===== src/rtl/calc_pkg.sv =====
// Shared calculator datapath definitions: FSM state encoding and default operand width.
// Used by the sequential divider (div2_seq) and shared with the 2-bit multiplier.
package calc_pkg;

    // Default operand width, common to the multiplier and the divider
    localparam int unsigned CALC_WIDTH = 2;

    // Divider FSM state encoding
    typedef enum logic [1:0] {
        IDLE = 2'd0,
        CALC = 2'd1,
        DONE = 2'd2
    } state_e;

endpackage


===== src/rtl/div2_seq_if.sv =====
// Start/ready request and valid-pulse result bundle of the sequential divider.
// master: the requester (drives operands), slave: the divider.
interface div2_seq_if
    import calc_pkg::*;
#(
    parameter int unsigned WIDTH = CALC_WIDTH
);
    logic             start;
    logic [WIDTH-1:0] a;
    logic [WIDTH-1:0] b;
    logic             ready;
    logic             valid;
    logic [WIDTH-1:0] q;
    logic [WIDTH-1:0] r;
    logic             dz;

    modport master (
        output start, a, b,
        input  ready, valid, q, r, dz
    );

    modport slave (
        input  start, a, b,
        output ready, valid, q, r, dz
    );
endinterface


===== src/rtl/div_step.sv =====
// One restoring-division step: shift the next dividend bit into the partial remainder,
// trial-subtract the divisor and keep the difference when it does not go negative.
module div_step #(
    parameter int unsigned WIDTH = 2
) (
    input  logic [WIDTH-1:0] rem,
    input  logic             msb,
    input  logic [WIDTH-1:0] b,
    output logic [WIDTH-1:0] rem_next,
    output logic             q_bit
);
    logic [WIDTH:0] rs;

    // Trial subtraction; rs is WIDTH+1 bits so the remainder msb shifted out is not lost.
    // rem < b always holds, so rs - b < b fits in WIDTH bits and a WIDTH-bit subtract suffices.
    always_comb begin
        rs       = {rem, msb};
        q_bit    = (rs >= {1'b0, b});
        rem_next = q_bit ? (rs[WIDTH-1:0] - b) : rs[WIDTH-1:0];
    end
endmodule


===== src/rtl/div2_seq.sv =====
// Sequential restoring divider: one quotient bit per clock, start/ready accept,
// one-cycle valid pulse with quotient, remainder and divide-by-zero flag.
// Optional: define DIV2_SEQ_SIGNED_EN for two's-complement operands (truncating division,
// remainder takes the dividend sign). Without it the divider is purely unsigned.
module div2_seq
    import calc_pkg::*;
#(
    parameter int unsigned WIDTH = CALC_WIDTH
) (
    input  logic      clk,
    input  logic      rst_n,
    div2_seq_if.slave bus
);
    localparam int unsigned CntW = $clog2(WIDTH + 1);

    state_e           state_q;
    logic [CntW-1:0]  cnt_q;
    logic [WIDTH-1:0] dvd_q;   // dividend, consumed msb first
    logic [WIDTH-1:0] dvs_q;   // divisor
    logic [WIDTH-1:0] rem_q;   // partial remainder
    logic [WIDTH-2:0] quo_q;   // quotient bits so far; the last bit comes straight from the step
    logic [WIDTH-1:0] q_q;
    logic [WIDTH-1:0] r_q;
    logic             dz_q;
    logic             valid_q;
    logic             ready_q;

    logic [WIDTH-1:0] rem_next;
    logic             q_bit;
    logic [WIDTH-1:0] q_raw;   // unsigned quotient after the current step
    logic [WIDTH-1:0] a_mag;
    logic [WIDTH-1:0] b_mag;
    logic [WIDTH-1:0] q_fin;
    logic [WIDTH-1:0] r_fin;
    logic [WIDTH-1:0] r_dz;

    div_step #(
        .WIDTH (WIDTH)
    ) u_div_step (
        .rem      (rem_q),
        .msb      (dvd_q[WIDTH-1]),
        .b        (dvs_q),
        .rem_next (rem_next),
        .q_bit    (q_bit)
    );

    assign q_raw = {quo_q, q_bit};

`ifdef DIV2_SEQ_SIGNED_EN
    logic a_neg_q;
    logic b_neg_q;

    // Magnitudes feed the unsigned core; the most negative value maps onto itself,
    // which is the correct unsigned magnitude 2**(WIDTH-1).
    always_comb begin
        a_mag = bus.a[WIDTH-1] ? -bus.a : bus.a;
        b_mag = bus.b[WIDTH-1] ? -bus.b : bus.b;
    end

    // Sign fix-up: quotient negative on differing signs, remainder follows the dividend.
    // The divide-by-zero remainder rebuilds a from its stored magnitude and sign.
    always_comb begin
        q_fin = (a_neg_q ^ b_neg_q) ? -q_raw : q_raw;
        r_fin = a_neg_q ? -rem_next : rem_next;
        r_dz  = a_neg_q ? -dvd_q : dvd_q;
    end
`else
    // Unsigned: operands and results pass straight through
    always_comb begin
        a_mag = bus.a;
        b_mag = bus.b;
        q_fin = q_raw;
        r_fin = rem_next;
        r_dz  = dvd_q;
    end
`endif

    // FSM with datapath registers and registered outputs.
    // Normal results are captured on the last CALC edge so valid rises on entry to DONE.
    // A divide-by-zero enters DONE with valid low and spends one extra DONE cycle raising it.
    always_ff @(posedge clk or negedge rst_n) begin
        if (!rst_n) begin
            state_q <= IDLE;
            cnt_q   <= '0;
            dvd_q   <= '0;
            dvs_q   <= '0;
            rem_q   <= '0;
            quo_q   <= '0;
            q_q     <= '0;
            r_q     <= '0;
            dz_q    <= 1'b0;
            valid_q <= 1'b0;
            ready_q <= 1'b1;
`ifdef DIV2_SEQ_SIGNED_EN
            a_neg_q <= 1'b0;
            b_neg_q <= 1'b0;
`endif
        end else begin
            valid_q <= 1'b0;
            unique case (state_q)
                IDLE: begin
                    if (bus.start) begin
                        dvd_q   <= a_mag;
                        dvs_q   <= b_mag;
                        rem_q   <= '0;
                        quo_q   <= '0;
                        cnt_q   <= CntW'(WIDTH);
                        ready_q <= 1'b0;
`ifdef DIV2_SEQ_SIGNED_EN
                        a_neg_q <= bus.a[WIDTH-1];
                        b_neg_q <= bus.b[WIDTH-1];
`endif
                        state_q <= (b_mag == '0) ? DONE : CALC;
                    end
                end
                CALC: begin
                    rem_q <= rem_next;
                    quo_q <= q_raw[WIDTH-2:0];
                    dvd_q <= {dvd_q[WIDTH-2:0], 1'b0};
                    cnt_q <= cnt_q - CntW'(1);
                    if (cnt_q == CntW'(1)) begin
                        state_q <= DONE;
                        valid_q <= 1'b1;
                        q_q     <= q_fin;
                        r_q     <= r_fin;
                        dz_q    <= 1'b0;
                    end
                end
                DONE: begin
                    if (!valid_q) begin
                        // Divide-by-zero result, dividend still unshifted in dvd_q
                        valid_q <= 1'b1;
                        q_q     <= '1;
                        r_q     <= r_dz;
                        dz_q    <= 1'b1;
                    end else begin
                        state_q <= IDLE;
                        ready_q <= 1'b1;
                    end
                end
                default: begin
                    state_q <= IDLE;
                    ready_q <= 1'b1;
                end
            endcase
        end
    end

    assign bus.ready = ready_q;
    assign bus.valid = valid_q;
    assign bus.q     = q_q;
    assign bus.r     = r_q;
    assign bus.dz    = dz_q;
endmodule


===== src/flat_wrapper.sv =====
// flat-port wrapper written by rule: the top's interface ports become plain ports
module div2_seq_flat import calc_pkg::*;
#(
    parameter int unsigned WIDTH = CALC_WIDTH
)
  (clk, rst_n, bus_start, bus_a, bus_b, bus_ready, bus_valid, bus_q, bus_r, bus_dz);
  div2_seq_if #(.WIDTH(WIDTH)) bus_i ();
  input  logic clk;
  input  logic rst_n;
  input wire logic [$bits(bus_i.start)-1:0] bus_start;
  input wire logic [$bits(bus_i.a)-1:0] bus_a;
  input wire logic [$bits(bus_i.b)-1:0] bus_b;
  output wire logic [$bits(bus_i.ready)-1:0] bus_ready;
  output wire logic [$bits(bus_i.valid)-1:0] bus_valid;
  output wire logic [$bits(bus_i.q)-1:0] bus_q;
  output wire logic [$bits(bus_i.r)-1:0] bus_r;
  output wire logic [$bits(bus_i.dz)-1:0] bus_dz;
  assign bus_i.start = bus_start;
  assign bus_i.a = bus_a;
  assign bus_i.b = bus_b;
  assign bus_ready = bus_i.ready;
  assign bus_valid = bus_i.valid;
  assign bus_q = bus_i.q;
  assign bus_r = bus_i.r;
  assign bus_dz = bus_i.dz;
  div2_seq #(.WIDTH(WIDTH)) u_core (.clk(clk), .rst_n(rst_n), .bus(bus_i));
endmodule

===== config.mk =====
export PLATFORM = sky130hd
export DESIGN_NAME = div2_seq_flat
export DESIGN_NICKNAME = d
export VERILOG_FILES = /design/src/rtl/calc_pkg.sv /design/src/rtl/div2_seq_if.sv /design/src/rtl/div_step.sv /design/src/rtl/div2_seq.sv /design/src/flat_wrapper.sv
export SDC_FILE = /design/constraint.sdc
export NUM_CORES = 1
export LEC_CHECK = 0
export ABC_CLOCK_PERIOD_IN_PS = 1800
export CORE_MARGIN = 10
export CORE_UTILIZATION = 52
export DETAILED_ROUTE_END_ITERATION = 8
export GPL_ROUTABILITY_DRIVEN = 0
export PLACE_DENSITY_LB_ADDON = 0.05
export SYNTH_ARGS = -nofsm -noshare
export SYNTH_HDL_FRONTEND = slang
export SYNTH_SLANG_ARGS = --single-unit

===== constraint.sdc =====
create_clock -name clk -period 1.8 [get_ports clk]
set_input_delay 0.18 -clock clk [delete_from_list [all_inputs] [get_ports clk]]
set_output_delay 0.18 -clock clk [all_outputs]
set_load 0.03 [all_outputs]

==> qor.yml, run 1 <==
clock-sinks: 18
place_hpwl_um: 1650
period_share_pct: 94.4
cts_tree: "yes"
post_dp_cell_area_um2: 1130
timing.rr.end: "u_core.bus.r[1]"
synth-seq-cells: 18
antenna_left: 0
crit_type: "flip-flop to flip-flop"
vias: 773
final_nets: 128
antenna_found_initial: 0
rr_worst_depth: 4
fin_cells: 139
max_freq_mhz: 589
register_area_um2: 452
path_max_fanout: 5
worstPathArrival_ns: 1.94
yosysSeqAreaShare_pct: 47.3
synth_top_area_share_pct: 44.6
outcome: "completed"
fillers: 148
setup_viol: 0
drv_slew: 0
track_usage_pct: 11.3
clkSlewWorstSetupHoldPaths_ns: 0.11
clock_path_buffers: 2
r2r_start: "u_core.rem_q[0]"
design_area_um2: 1180
rsz0062_at_grt: "false"
synth_ff_type: "dfrtp_1"
multi_input_area_um2: 478
yosys_warnings: 0
port_buffers: 13
drive_gt1_share_pct: 11.4
drc: 0
syn_nets: 108
wl_per_cell_um: 15.1
endpoint_kind: "flip-flop"
leakage_nw: 0.530
grt_pass1_vias: 806
globalRouteOverflowTotal: 0
ios: 14
synth_top_cell_by_area: "dfrtp_1"
syn_to_final_growth_pct: 23.2
drtPass1Iterations: 4
htree_levels: 1
hold_violations: 0
die-area_um2: 3950
worst_pin_slew_ns: 0.445
wl_um: 2100
synthTopCellsByCount: "dfrtp_1, nand2_1, inv_1, o21ai_0, ha_1"
syn_inst: 95
synth_cell_types: 29
cp-start-kind: "flip-flop"
synthArstFlopShare_pct: 100
peakVddDrop_mv: 0.996
postSynthAreaPerCell_um2: 10.0
grt_pass1_wl_um: 3700
numCtsBuffers: 3
dp_cells: 135
min_period_ns: 1.70
synth_edf_count: 0
rows: 15
diodes: 0
insertion_delay_ns: 0.30
cts-root-buf: "clkbuf_4"
cts_setup_buffers: 0
drtIter0Drc: 20
synthMostInstantiatedCell: "dfrtp_1"
grt_max_degree: 11
cap_violations: 0
holdCritPathClass: "input port to async pin"
die_w_um: 62.8
cp.required_ns: 2.05
syn_area_um2: 955
regToRegSetupSlack_ns: 0.10
start_util_pct: 55.3
post_drt_via_cell_ratio: 5.56
die_h_um: 62.8
finClkSkew_ns: 0.00162
slew_headroom_pct: 70.3
core_area_um2: 1730
power.density_nw_per_um2: 2120
synth_area_leaders: "dfrtp_1, ha_1, nand2_1, o21ai_0, a31oi_1"
-- metal layers --
metal	routed length, µm	track usage [%]	vias to the layer above
li1	-	-	381
met1	968	13.4	374
met2	1010	18.6	13
met3	78	3.05	5
met4	44	5.03	0
met5	0	0	-
-- registers in the layout, summed over array words and instances, names as in the netlist --
name / count
u_core.bus.dz: 1
u_core.bus.q: 2
u_core.bus.r: 2
u_core.bus.ready: 1
u_core.bus.valid: 1
u_core.cnt_q: 2
u_core.dvd_q: 2
u_core.dvs_q: 2
u_core.quo_q: 1
u_core.rem_q: 2
u_core.state_q: 2
-- power breakdown --
part,total [mW],switching (mW),leakage (nW),internal [mW]
clock,0.259,0.135,0.0210,0.123
sequential,0.737,0.127,0.213,0.610
combinational,1.49,0.817,0.296,0.676
-- per-stage QoR --
step | hold WS, ns | TNS [ns] | total power [mW] | setup slack (ns) | utilization [%]
6_report | 0.178 | 0 | 2.49 | 0.102 | 68.1
5_1_grt | 0.205 | 0 | 2.70 | 0.00863 | 68.1
4_1_cts | 0.196 | 0 | 2.46 | 0.0480 | 67.8
3_5_place_dp | 0.479 | -0.0273 | 2.20 | -0.0273 | 65.7
3_3_place_gp | 0.471 | 0 | 2.15 | 0.104 | 65.7
2_1_floorplan | -0.116 | 0 | 1.75 | 0.208 | -
-- timing repair --
item / in CTS / in global routing
gates resized for setup: 1 / 1
setup endpoints to repair: 1 / 2
hold buffers: 0 / 0
-- worst max-delay path by stage --
stage | start | endpoint | cells after the start
after global routing | u_core.rem_q[0] | u_core.bus.r[1] | 4
after global placement | u_core.dvd_q[1] | u_core.bus.r[1] | 5
final | u_core.rem_q[0] | u_core.bus.r[1] | 4
after detailed placement | u_core.dvd_q[1] | u_core.bus.r[1] | 5
after floorplan | u_core.dvd_q[1] | u_core.bus.r[1] | 5
after CTS | u_core.dvd_q[1] | u_core.bus.r[1] | 5
-- critical path: stages (launching register included) --
cell       delay, ns
dfrtp_1         0.42
ha_1            0.37
nor2b_1         0.19
a2111oi_1       0.44
o22a_1          0.22
-- cells in the final DEF (no fill, tap or decap), types with 2 or more instances in the layout --
cell type / instances
o21ai_0: 7
clkdlybuf4s50_1: 13
a21oi_1: 3
nor2_1: 3
inv_1: 7
buf_4: 3
dfrtp_1: 17
nand2b_1: 4
ha_1: 6
a31oi_1: 5
a2bb2oi_1: 3
o31ai_1: 4
clkbuf_4: 3
nand2_1: 12
nor2b_1: 5
mux2i_1: 2
mux2_2: 2
-- cells by family (layout without fill, tap and decap cells) --
| group | Yosys count | in the layout | synth area share, % |
|---|---|---|---|
| DFF | 18 | 18 | 47.3 |
| buffers and inverters | 8 | 27 | 3.28 |
| adders and majority gates | 6 | 6 | 7.86 |
| muxes | 4 | 4 | 4.46 |
| AOI/OAI and AO/OA | 29 | 29 | 21.1 |
| and+or+nand+nor | 30 | 30 | 16.0 |
-- final cells by class --
class	instances	area share (%)
multi-input combinational	69	40.6
sequential	18	38.4
timing repair buffer	16	13.0
clock buffer	4	3.09
tap	25	2.66
inverter	7	2.23
No activity file was read; power rests on OpenSTA's default activity.
==> run 2, diff against run 1 <==
ABC_CLOCK_PERIOD_IN_PS = 2200   (was 1800)
CORE_UTILIZATION = 56   (was 52)
CTS_BUF_LIST = sky130_fd_sc_hd__clkbuf_16   (was default)
clock period = 2.2 ns   (was 1.8 ns; I/O delays follow)
==> run 2 against run 1 <==
  * Critical path depth is 1 higher
  * Core utilization rose by 8.0 points
  * Power shrank 15%
  * Routed wire length shrank 3.0%
  * Combinational power shrank 22%
  * Clock skew up 0.00071 ns
  * Count of clock-buffer cells in the layout fell by 1
  * Final cell count decreased by 7.9%
  * Fmax is 7.3% lower
  * Largest cell class unchanged
  * Highest routed layer unchanged
==> qor.yml, run 2 (synthesis gave the netlist of run 1 again) <==
die_w_um: 61.3
post_drt_via_cell_ratio: 5.99
holdCritPathClass: "input port to async pin"
rsz0062_at_grt: "false"
wl_um: 2040
insertion_delay_ns: 0.25
start_util_pct: 61.2
design_area_um2: 1190
post_dp_cell_area_um2: 1110
place_hpwl_um: 1530
outcome: "completed"
globalRouteOverflowTotal: 0
final_common_cell: "dfrtp_1"
setup_viol: 0
peakVddDrop_mv: 0.985
grt_max_degree: 19
clock_path_buffers: 2
syn_to_final_growth_pct: 24.2
cp_slowest_cell: "a2111oi_0"
finClkSkew_ns: 0.00233
regToRegSetupSlack_ns: 0.37
cts_setup_buffers: 0
grt_pass1_vias: 806
clock-sinks: 18
drtPass1Iterations: 4
cts.repair.resized: 0
worst_pin_slew_ns: 0.621
crit_path_cell_trace: "inv_1 -> ha_1 -> a2111oi_0 -> a2111oi_1 -> o22a_1"
holdBufCountCts: 0
wl_per_cell_um: 15.9
rows: 14
drtIter0Drc: 18
layout_common_cells: "dfrtp_1, clkdlybuf4s50_1, nand2_1"
grt_pass1_wl_um: 3570
cts-root-buf: "clkbuf_16"
numCtsBuffers: 3
cap_violations: 0
worstPathArrival_ns: 1.96
drc: 0
antenna_left: 0
crit_type: "flip-flop to flip-flop"
cts_tree: "yes"
drive_gt1_share_pct: 8.04
final_nets: 126
max_freq_mhz: 546
min_period_ns: 1.83
antenna_found_initial: 0
fillers: 118
drv_slew: 0
cp_slowest_stage_delay_ns: 0.61
port_buffers: 13
cp-start-kind: "flip-flop"
hold_violations: 0
htree_levels: 1
vias: 767
path_max_fanout: 3
clkSlewWorstSetupHoldPaths_ns: 0.05
endpoint_kind: "flip-flop"
diodes: 0
fin_tns_setup_ns: 0
ios: 14
die-area_um2: 3760
leakage_nw: 0.540
slew_headroom_pct: 57.5
power.density_nw_per_um2: 1790
track_usage_pct: 12.3
period_share_pct: 83.2
core_area_um2: 1560
cp.required_ns: 2.33
die_h_um: 61.3
[run 2: cell count changes in the layout (fill, tap and decap cells not counted)]
cell	previous run	this run
clkbuf_16	0	3
inv_1	7	8
clkbuf_4	3	0
a2111oi_2	1	0
a2111oi_0	0	1
clkbuf_8	1	0
buf_4	3	1
[run 2: through the flow]
stage          instances  hold slack, ns  setup slack (ns)  power (mW)  utilization [%]
6_report             128           0.309             0.369        2.13             76.1
4_1_cts              128           0.320             0.394        2.13             76.1
2_1_floorplan         95         -0.0756             0.608        1.44                -
3_3_place_gp         124           0.472             0.519        1.73             71.0
5_1_grt              128           0.347             0.191        2.30             76.1
3_5_place_dp         124           0.477             0.405        1.76             71.0
[run 2: routing by layer]
| layer | routed length [µm] | vias up | track usage, % | part of all wire, % |
|---|---|---|---|---|
| li1 | - | 381 | - | - |
| met1 | 876 | 356 | 14.6 | 43 |
| met2 | 1000 | 25 | 21.3 | 49 |
| met3 | 138 | 5 | 2.88 | 6.8 |
| met4 | 22 | 0 | 4.23 | 1.1 |
| met5 | 0 | - | 0 | 0 |
[run 2: path summary, 6_finish.rpt]
kind	start	endpoint	cells after the start
hold / removal	rst_n	u_core.dvd_q[0]	2
max in group asynchronous	rst_n	u_core.bus.ready	2
min in group clk	u_core.quo_q	u_core.quo_q	2
setup / recovery	u_core.dvd_q[1]	u_core.bus.r[1]	5
hold reg to reg	u_core.quo_q	u_core.quo_q	2
setup reg to reg	u_core.dvd_q[1]	u_core.bus.r[1]	5
[run 2: area by class of cell]
cell class / instances / area (µm²) / area share (%)
Tap cell: 16 / 20.0 / 1.69
Sequential cell: 18 / 452 / 38.1
Inverter: 7 / 26.3 / 2.22
Multi-Input combinational cell: 69 / 472 / 39.8
Clock buffer: 3 / 75.1 / 6.33
Timing Repair Buffer: 14 / 138 / 11.6
Clock inverter: 1 / 3.75 / 0.316
[run 2: critical path: cells and delay by family (launching register included)]
family | cells | cell delay [ns]
buffers and inverters | 1 | 0.08
adder cells (fa/ha/maj) | 1 | 0.33
flip-flops | 1 | 0.35
AO/OA/AOI/OAI | 3 | 0.95
[run 2: report_power, final]
group / internal, mW / leakage (nW) / switching [mW]
Combinational: 0.516 / 0.284 / 0.647
Sequential: 0.501 / 0.213 / 0.103
Clock: 0.241 / 0.0423 / 0.118
Total: 1.26 / 0.540 / 0.869
